==> src/rtl/wb_arb_pkg.sv <==
// Shared types and helpers for the Wishbone B4 arbiter family.
package wb_arb_pkg;

  localparam int MAX_M = 8;

  typedef enum logic {
    IDLE = 1'b0,
    OWN  = 1'b1
  } arb_state_t;

  function automatic int onehot_to_idx(input logic [MAX_M-1:0] oh);
    int idx;
    idx = 0;
    for (int i = 0; i < MAX_M; i++) begin
      if (oh[i]) idx = i;
    end
    return idx;
  endfunction

  // First requester at or after ptr, wrapping within n masters.
  function automatic logic [MAX_M-1:0] rr_pick(input logic [MAX_M-1:0] req,
                                               input int ptr, input int n);
    logic [MAX_M-1:0] pick;
    logic             found;
    int               idx;
    pick  = '0;
    found = 1'b0;
    for (int i = 0; i < MAX_M; i++) begin
      idx = (ptr + i) % n;
      if ((i < n) && !found && req[idx]) begin
        pick[idx] = 1'b1;
        found     = 1'b1;
      end
    end
    return pick;
  endfunction

endpackage

==> src/rtl/wb_rr_pick.sv <==
// Combinational round-robin picker: one-hot winner among i_req starting at i_ptr.
module wb_rr_pick
  import wb_arb_pkg::*;
#(
  parameter int NUM_M = 2,
  parameter int PTR_W = (NUM_M > 1) ? $clog2(NUM_M) : 1
) (
  input  logic [NUM_M-1:0] i_req,
  input  logic [PTR_W-1:0] i_ptr,
  output logic [NUM_M-1:0] o_gnt
);

  assign o_gnt = NUM_M'(rr_pick(MAX_M'(i_req), int'(i_ptr), NUM_M));

endmodule

==> src/rtl/wb_b4_arbiter.sv <==
// Round-robin arbiter sharing one Wishbone B4 pipelined slave among NUM_M masters,
// with lock hold and outstanding-transfer limiting.
module wb_b4_arbiter
  import wb_arb_pkg::*;
#(
  parameter  int NUM_M   = 2,
  parameter  int ADR_W   = 32,
  parameter  int DAT_W   = 64,
  parameter  int MAX_OUT = 4,
  localparam int SEL_W   = DAT_W / 8
) (
  input  logic                   clk,
  input  logic                   rst_n,
  input  logic [NUM_M-1:0]       m_cyc,
  input  logic [NUM_M-1:0]       m_stb,
  input  logic [NUM_M-1:0]       m_we,
  input  logic [NUM_M-1:0]       m_lock,
  input  logic [NUM_M*ADR_W-1:0] m_adr,
  input  logic [NUM_M*SEL_W-1:0] m_sel,
  input  logic [NUM_M*DAT_W-1:0] m_dat_w,
  output logic [DAT_W-1:0]       m_dat_r,
  output logic [NUM_M-1:0]       m_ack,
  output logic [NUM_M-1:0]       m_err,
  output logic [NUM_M-1:0]       m_rty,
  output logic [NUM_M-1:0]       m_stall,
  output logic                   s_cyc,
  output logic                   s_stb,
  output logic                   s_we,
  output logic                   s_lock,
  output logic [ADR_W-1:0]       s_adr,
  output logic [SEL_W-1:0]       s_sel,
  output logic [DAT_W-1:0]       s_dat_w,
  input  logic [DAT_W-1:0]       s_dat_r,
  input  logic                   s_ack,
  input  logic                   s_err,
  input  logic                   s_rty,
  input  logic                   s_stall,
  output logic [NUM_M-1:0]       gnt
);

  localparam int               CNT_W    = $clog2(MAX_OUT + 1);
  localparam int               PTR_W    = (NUM_M > 1) ? $clog2(NUM_M) : 1;
  localparam logic [CNT_W-1:0] CNT_MAX  = CNT_W'(MAX_OUT);
  localparam logic [PTR_W-1:0] PTR_LAST = PTR_W'(NUM_M - 1);

  arb_state_t       r_state, w_state_nxt;
  logic [NUM_M-1:0] r_gnt, w_gnt_nxt, w_pick;
  logic [PTR_W-1:0] r_rr_ptr, w_rr_ptr_nxt, w_gidx;
  logic [CNT_W-1:0] r_out_cnt, w_out_cnt_nxt;
  logic             w_own, w_gcyc, w_glock, w_gstb, w_gwe;
  logic             w_full, w_cnt_nz, w_accept, w_term, w_release;

  wb_rr_pick #(
    .NUM_M(NUM_M),
    .PTR_W(PTR_W)
  ) u_pick (
    .i_req(m_cyc),
    .i_ptr(r_rr_ptr),
    .o_gnt(w_pick)
  );

  // Granted-master controls collapse to zero in IDLE because r_gnt is zero.
  assign w_own     = (r_state == OWN);
  assign w_gcyc    = |(m_cyc & r_gnt);
  assign w_glock   = |(m_lock & r_gnt);
  assign w_gstb    = |(m_stb & r_gnt);
  assign w_gwe     = |(m_we & r_gnt);
  assign w_gidx    = PTR_W'(onehot_to_idx(MAX_M'(r_gnt)));
  assign w_full    = (r_out_cnt == CNT_MAX);
  assign w_cnt_nz  = (r_out_cnt != '0);
  assign w_accept  = s_stb & ~s_stall;
  assign w_term    = (s_ack | s_err | s_rty) & w_cnt_nz;
  assign w_release = w_own & ~w_gcyc & ~w_glock;

  assign s_cyc   = w_gcyc;
  assign s_lock  = w_glock;
  assign s_we    = w_gwe;
  assign s_stb   = w_gstb & ~w_full;
  assign gnt     = r_gnt;
  assign m_dat_r = s_dat_r;
  assign m_ack   = r_gnt & {NUM_M{s_ack & w_cnt_nz}};
  assign m_err   = r_gnt & {NUM_M{s_err & w_cnt_nz}};
  assign m_rty   = r_gnt & {NUM_M{s_rty & w_cnt_nz}};
  assign m_stall = ~r_gnt | {NUM_M{s_stall | w_full}};

  always_comb begin
    s_adr   = '0;
    s_sel   = '0;
    s_dat_w = '0;
    for (int i = 0; i < NUM_M; i++) begin
      if (r_gnt[i]) begin
        s_adr   = m_adr[i*ADR_W +: ADR_W];
        s_sel   = m_sel[i*SEL_W +: SEL_W];
        s_dat_w = m_dat_w[i*DAT_W +: DAT_W];
      end
    end
  end

  always_comb begin
    w_state_nxt  = r_state;
    w_gnt_nxt    = r_gnt;
    w_rr_ptr_nxt = r_rr_ptr;
    case (r_state)
      IDLE: begin
        if (|m_cyc) begin
          w_state_nxt = OWN;
          w_gnt_nxt   = w_pick;
        end
      end
      OWN: begin
        if (w_release) begin
          w_state_nxt  = IDLE;
          w_gnt_nxt    = '0;
          w_rr_ptr_nxt = (w_gidx == PTR_LAST) ? '0 : w_gidx + 1'b1;
        end
      end
      default: begin
        w_state_nxt = IDLE;
        w_gnt_nxt   = '0;
      end
    endcase
  end

  // Releasing the bus discards any outstanding count so late slave terminations are dropped.
  always_comb begin
    w_out_cnt_nxt = r_out_cnt;
    if (w_release) begin
      w_out_cnt_nxt = '0;
    end else if (w_accept && !w_term) begin
      w_out_cnt_nxt = r_out_cnt + 1'b1;
    end else if (w_term && !w_accept) begin
      w_out_cnt_nxt = r_out_cnt - 1'b1;
    end
  end

  always_ff @(posedge clk or negedge rst_n) begin
    if (!rst_n) begin
      r_state   <= IDLE;
      r_gnt     <= '0;
      r_rr_ptr  <= '0;
      r_out_cnt <= '0;
    end else begin
      r_state   <= w_state_nxt;
      r_gnt     <= w_gnt_nxt;
      r_rr_ptr  <= w_rr_ptr_nxt;
      r_out_cnt <= w_out_cnt_nxt;
    end
  end

endmodule

==> config.mk <==
export PLATFORM = sky130hd
export DESIGN_NAME = wb_b4_arbiter
export DESIGN_NICKNAME = d
export VERILOG_FILES = /design/src/rtl/wb_arb_pkg.sv /design/src/rtl/wb_rr_pick.sv /design/src/rtl/wb_b4_arbiter.sv
export SDC_FILE = /design/constraint.sdc
export NUM_CORES = 1
export LEC_CHECK = 0
export CORE_AREA = 2 2 183 185
export DETAILED_ROUTE_END_ITERATION = 6
export DIE_AREA = 0 0 185 187
export PLACE_DENSITY = 0.36
export SLEW_MARGIN = 5
export SYNTH_ARGS = -nofsm -noshare
export SYNTH_HDL_FRONTEND = slang
export SYNTH_SLANG_ARGS = --single-unit
==> constraint.sdc <==
create_clock -name clk -period 3.2 [get_ports clk]
set_clock_uncertainty 0.15 [all_clocks]
set_input_delay 0.48 -clock clk [delete_from_list [all_inputs] [get_ports clk]]
set_output_delay 0.48 -clock clk [all_outputs]
set_load 0.02 [all_outputs]
==> results.yml <==
global_routing:
  antenna_found_initial: 2
  grt.total_usage_pct: 7.88
  grt-ovfl-total: 0
  grt_pass1_wl_mm: 20.1
  grt_pass1_vias: 3078
  grt_max_degree: 70
power:
  combinationalPowerShare_pct: 89.5
  power.density_nw_per_um2: 720
  p_leak_nw: 2.00
  finalPower_mw: 3.99
  power_switching_mw: 1.91
  internal_power_mw: 2.07
  sequentialPowerShare_pct: 5.1
  swShare_pct: 48.0
  ir_drop_mv: 0.319
  pwr-share-clk_pct: 5.4
floorplanning:
  start_util_pct: 6.11
  pin_count: 468
  rows: 67
  die_height_um: 187
  core-area_um2: 32900
  die_x_um: 185
  die_area_um2: 34600
cts:
  holdBufCountCts: 0
  cts_buffer_depth: 2
  post_cts_buffers: 0
  tritoncts: "yes"
  clkTransAtPathRegs_ps: 40
  cts_resized: 0
  cts_buffers: 3
  clockRootBuffer: "clkbuf_16"
  cts.sinks: 7
  htreeDepth: 1
  insertion_delay_ps: 230
critical_path:
  critPathRequiredTime_ps: 2570
  reg2reg_slack_ps: 540
  critPathBufInv: 2
  crit_family: "buffers and inverters"
  slowest_delay_ps: 620
  reg2reg_from: "gnt[0]$_DFFE_PN0P_"
  cp.arrival_ps: 2310
  crit_chain: "nor2b_4, buf_4, a22o_1, clkdlybuf4s50_1"
  path_depth: 4
  start_kind: "register"
  cp_slowest_cell: "clkdlybuf4s50_1"
  endpoint_kind: "output port"
  crit_fanout: 34
  r2r_cells: 7
  worstReg2RegEnd: "r_out_cnt[2]$_DFFE_PN0P_"
  crit_type: "reg2out"
placed_design:
  dp_hpwl_mm: 12.8
  port_buffers: 339
  post-place-ws_ps: 261
  place.gp.congestion: 0.674
sta:
  setup_ws_ps: 262
  setup_violations: 0
  worst_slew_pin_slew_ps: 625
  rsz0062_at_grt: "no"
  relSlewSlack_pct: 58.4
  drv_slew: 0
  finalCriticalPeriod_ps: 2940
  fin_crit_sh_pct: 91.8
  hold_slack_ps: 335
  fmax_mhz: 340
  finalHoldViolCount: 0
  final.setup.tns_ps: 0
min_path:
  hold-path-endpoint: "r_rr_ptr$_DFFE_PN0P_"
  hold_class: "reg2reg"
  min_path_cells: 2
  hold_start: "r_rr_ptr$_DFFE_PN0P_"
synth:
  synthArstFlopShare_pct: 100
  synth-seq-cells: 7
  yosysMostFrequentCell: "a22o_1"
  ys.flop_type: "dfrtp_1"
  synth_seq_area_share_pct: 8.72
  synthDistinctLibCells: 24
  synth_edf_count: 0
  synth_top_area_cell: "a22o_1"
  synth_nets: 538
  synth_cells: 251
  yosys_warnings: 0
  synthTopCellsByArea: "a22o_1 (46%), buf_4 (25%), dfrtp_1 (8.7%)"
  synthDominantCellAreaShare_pct: 46.2
  syn_avg_cell_area_um2: 8.00
  synth_common_cells: "a22o_1 (106), buf_4 (66), clkbuf_1 (15), nand2_1 (12), buf_2 (8)"
  syn_area_um2: 2010
layout:
  drive_above_1_share_pct: 3.35
  syn2layout_area_growth_pct: 176
  register_area_um2: 179
  multiInputGateArea_um2: 1220
  finalNetCount: 795
  nFillCells: 3736
flow_run:
  cap_violations: 0
run_status:
  outcome: "finished, final reports clean"
drt:
  num_vias: 3020
  drc: 0
  met2_length_mm: 6.92
  drt_iter0_drc: 76
  dr.max_layer_used: "met5"
  wl_mm: 15.1
  viasPerCell: 3.16
  drtAntennaViolNets: 0
  met1_length_mm: 5.71
  wl_met3_mm: 1.89
  first_pass_iters: 6
  wl_per_cell_um: 15.8
[cells in the final DEF, fill, tap and decap left out, types with 2 or more instances in the layout]
master,instances
a21oi_1,3
a22o_1,106
and3_1,7
buf_12,7
buf_4,4
clkbuf_16,3
clkdlybuf4s50_1,332
dfrtp_1,6
mux2i_1,4
nand2_1,12
nor2_1,2
nor3_1,2
o21ai_0,4
or3_1,3
[power by group through the flow]
stage | Combinational (mW) | Clock, mW | Sequential, mW
6_report | 3.57 | 0.217 | 0.203
5_1_grt | 3.81 | 0.226 | 0.214
4_1_cts | 3.66 | 0.222 | 0.206
3_5_place_dp | 3.64 | 0 | 0.207
3_3_place_gp | 3.67 | 0 | 0.208
2_1_floorplan | 1.95 | 0 | 0.173
[final cells by class]
class / instances / share of cell area, %
Timing Repair Buffer: 343 / 63.1
Multi-Input combinational cell: 152 / 22.1
Tap cell: 448 / 10.1
Sequential cell: 7 / 3.23
Clock buffer: 4 / 1.42
Inverter: 1 / 0.0678
Antenna cell: 1 / 0.0452
[worst max path at each step]
stage	from	end	slack [ps]
final	gnt[0]$_DFFE_PN0P_	s_dat_w[45]	260
after floorplan	gnt[0]$_DFFE_PN0P_	r_out_cnt[2]$_DFFE_PN0P_	720
after CTS	gnt[0]$_DFFE_PN0P_	s_dat_w[45]	200
after global placement	m_stb[0]	r_out_cnt[2]$_DFFE_PN0P_	280
after global routing	gnt[0]$_DFFE_PN0P_	s_dat_w[45]	120
after detailed placement	m_stb[0]	r_out_cnt[2]$_DFFE_PN0P_	260
[stage by stage]
stage / utilization [%] / cells / area (um^2)
floorplan: - / 251 / 2010
global placement: 16.6 / 951 / 5460
detailed placement: 16.6 / 951 / 5460
CTS: 16.9 / 955 / 5540
global route: 16.9 / 955 / 5540
finish: 16.9 / 956 / 5540
[metal layers]
| metal | track usage (%) | up-vias |
|---|---|---|
| li1 | - | 1418 |
| met1 | 8.66 | 1311 |
| met2 | 13.6 | 238 |
| met3 | 2.78 | 51 |
| met4 | 3.42 | 2 |
| met5 | 0 | - |
[tightest hold or removal path, cell delays in order (launching register included)]
cell and delay, ps:
dfrtp_1 340, nand2_1 50, o21ai_0 60
[logic make-up (layout without fill, tap and decap cells)]
family	after synthesis	after routing	share of synthesized area (%)
AO/OA/AOI/OAI	117	117	49.8
buffers and inverters	92	348	30.8
AND/OR/NAND/NOR	29	29	7.23
flip-flops	7	7	8.72
multiplexers	4	4	1.99
adder cells (fa/ha/maj)	1	1	0.997
XOR/XNOR	1	1	0.436
other	0	1	0
[state kept, by name (all words and copies together) (netlist names)]
signal     flops
r_out_cnt      3
gnt            2
r_rr_ptr       1
r_state        1
(Power assumes the default switching activity.)
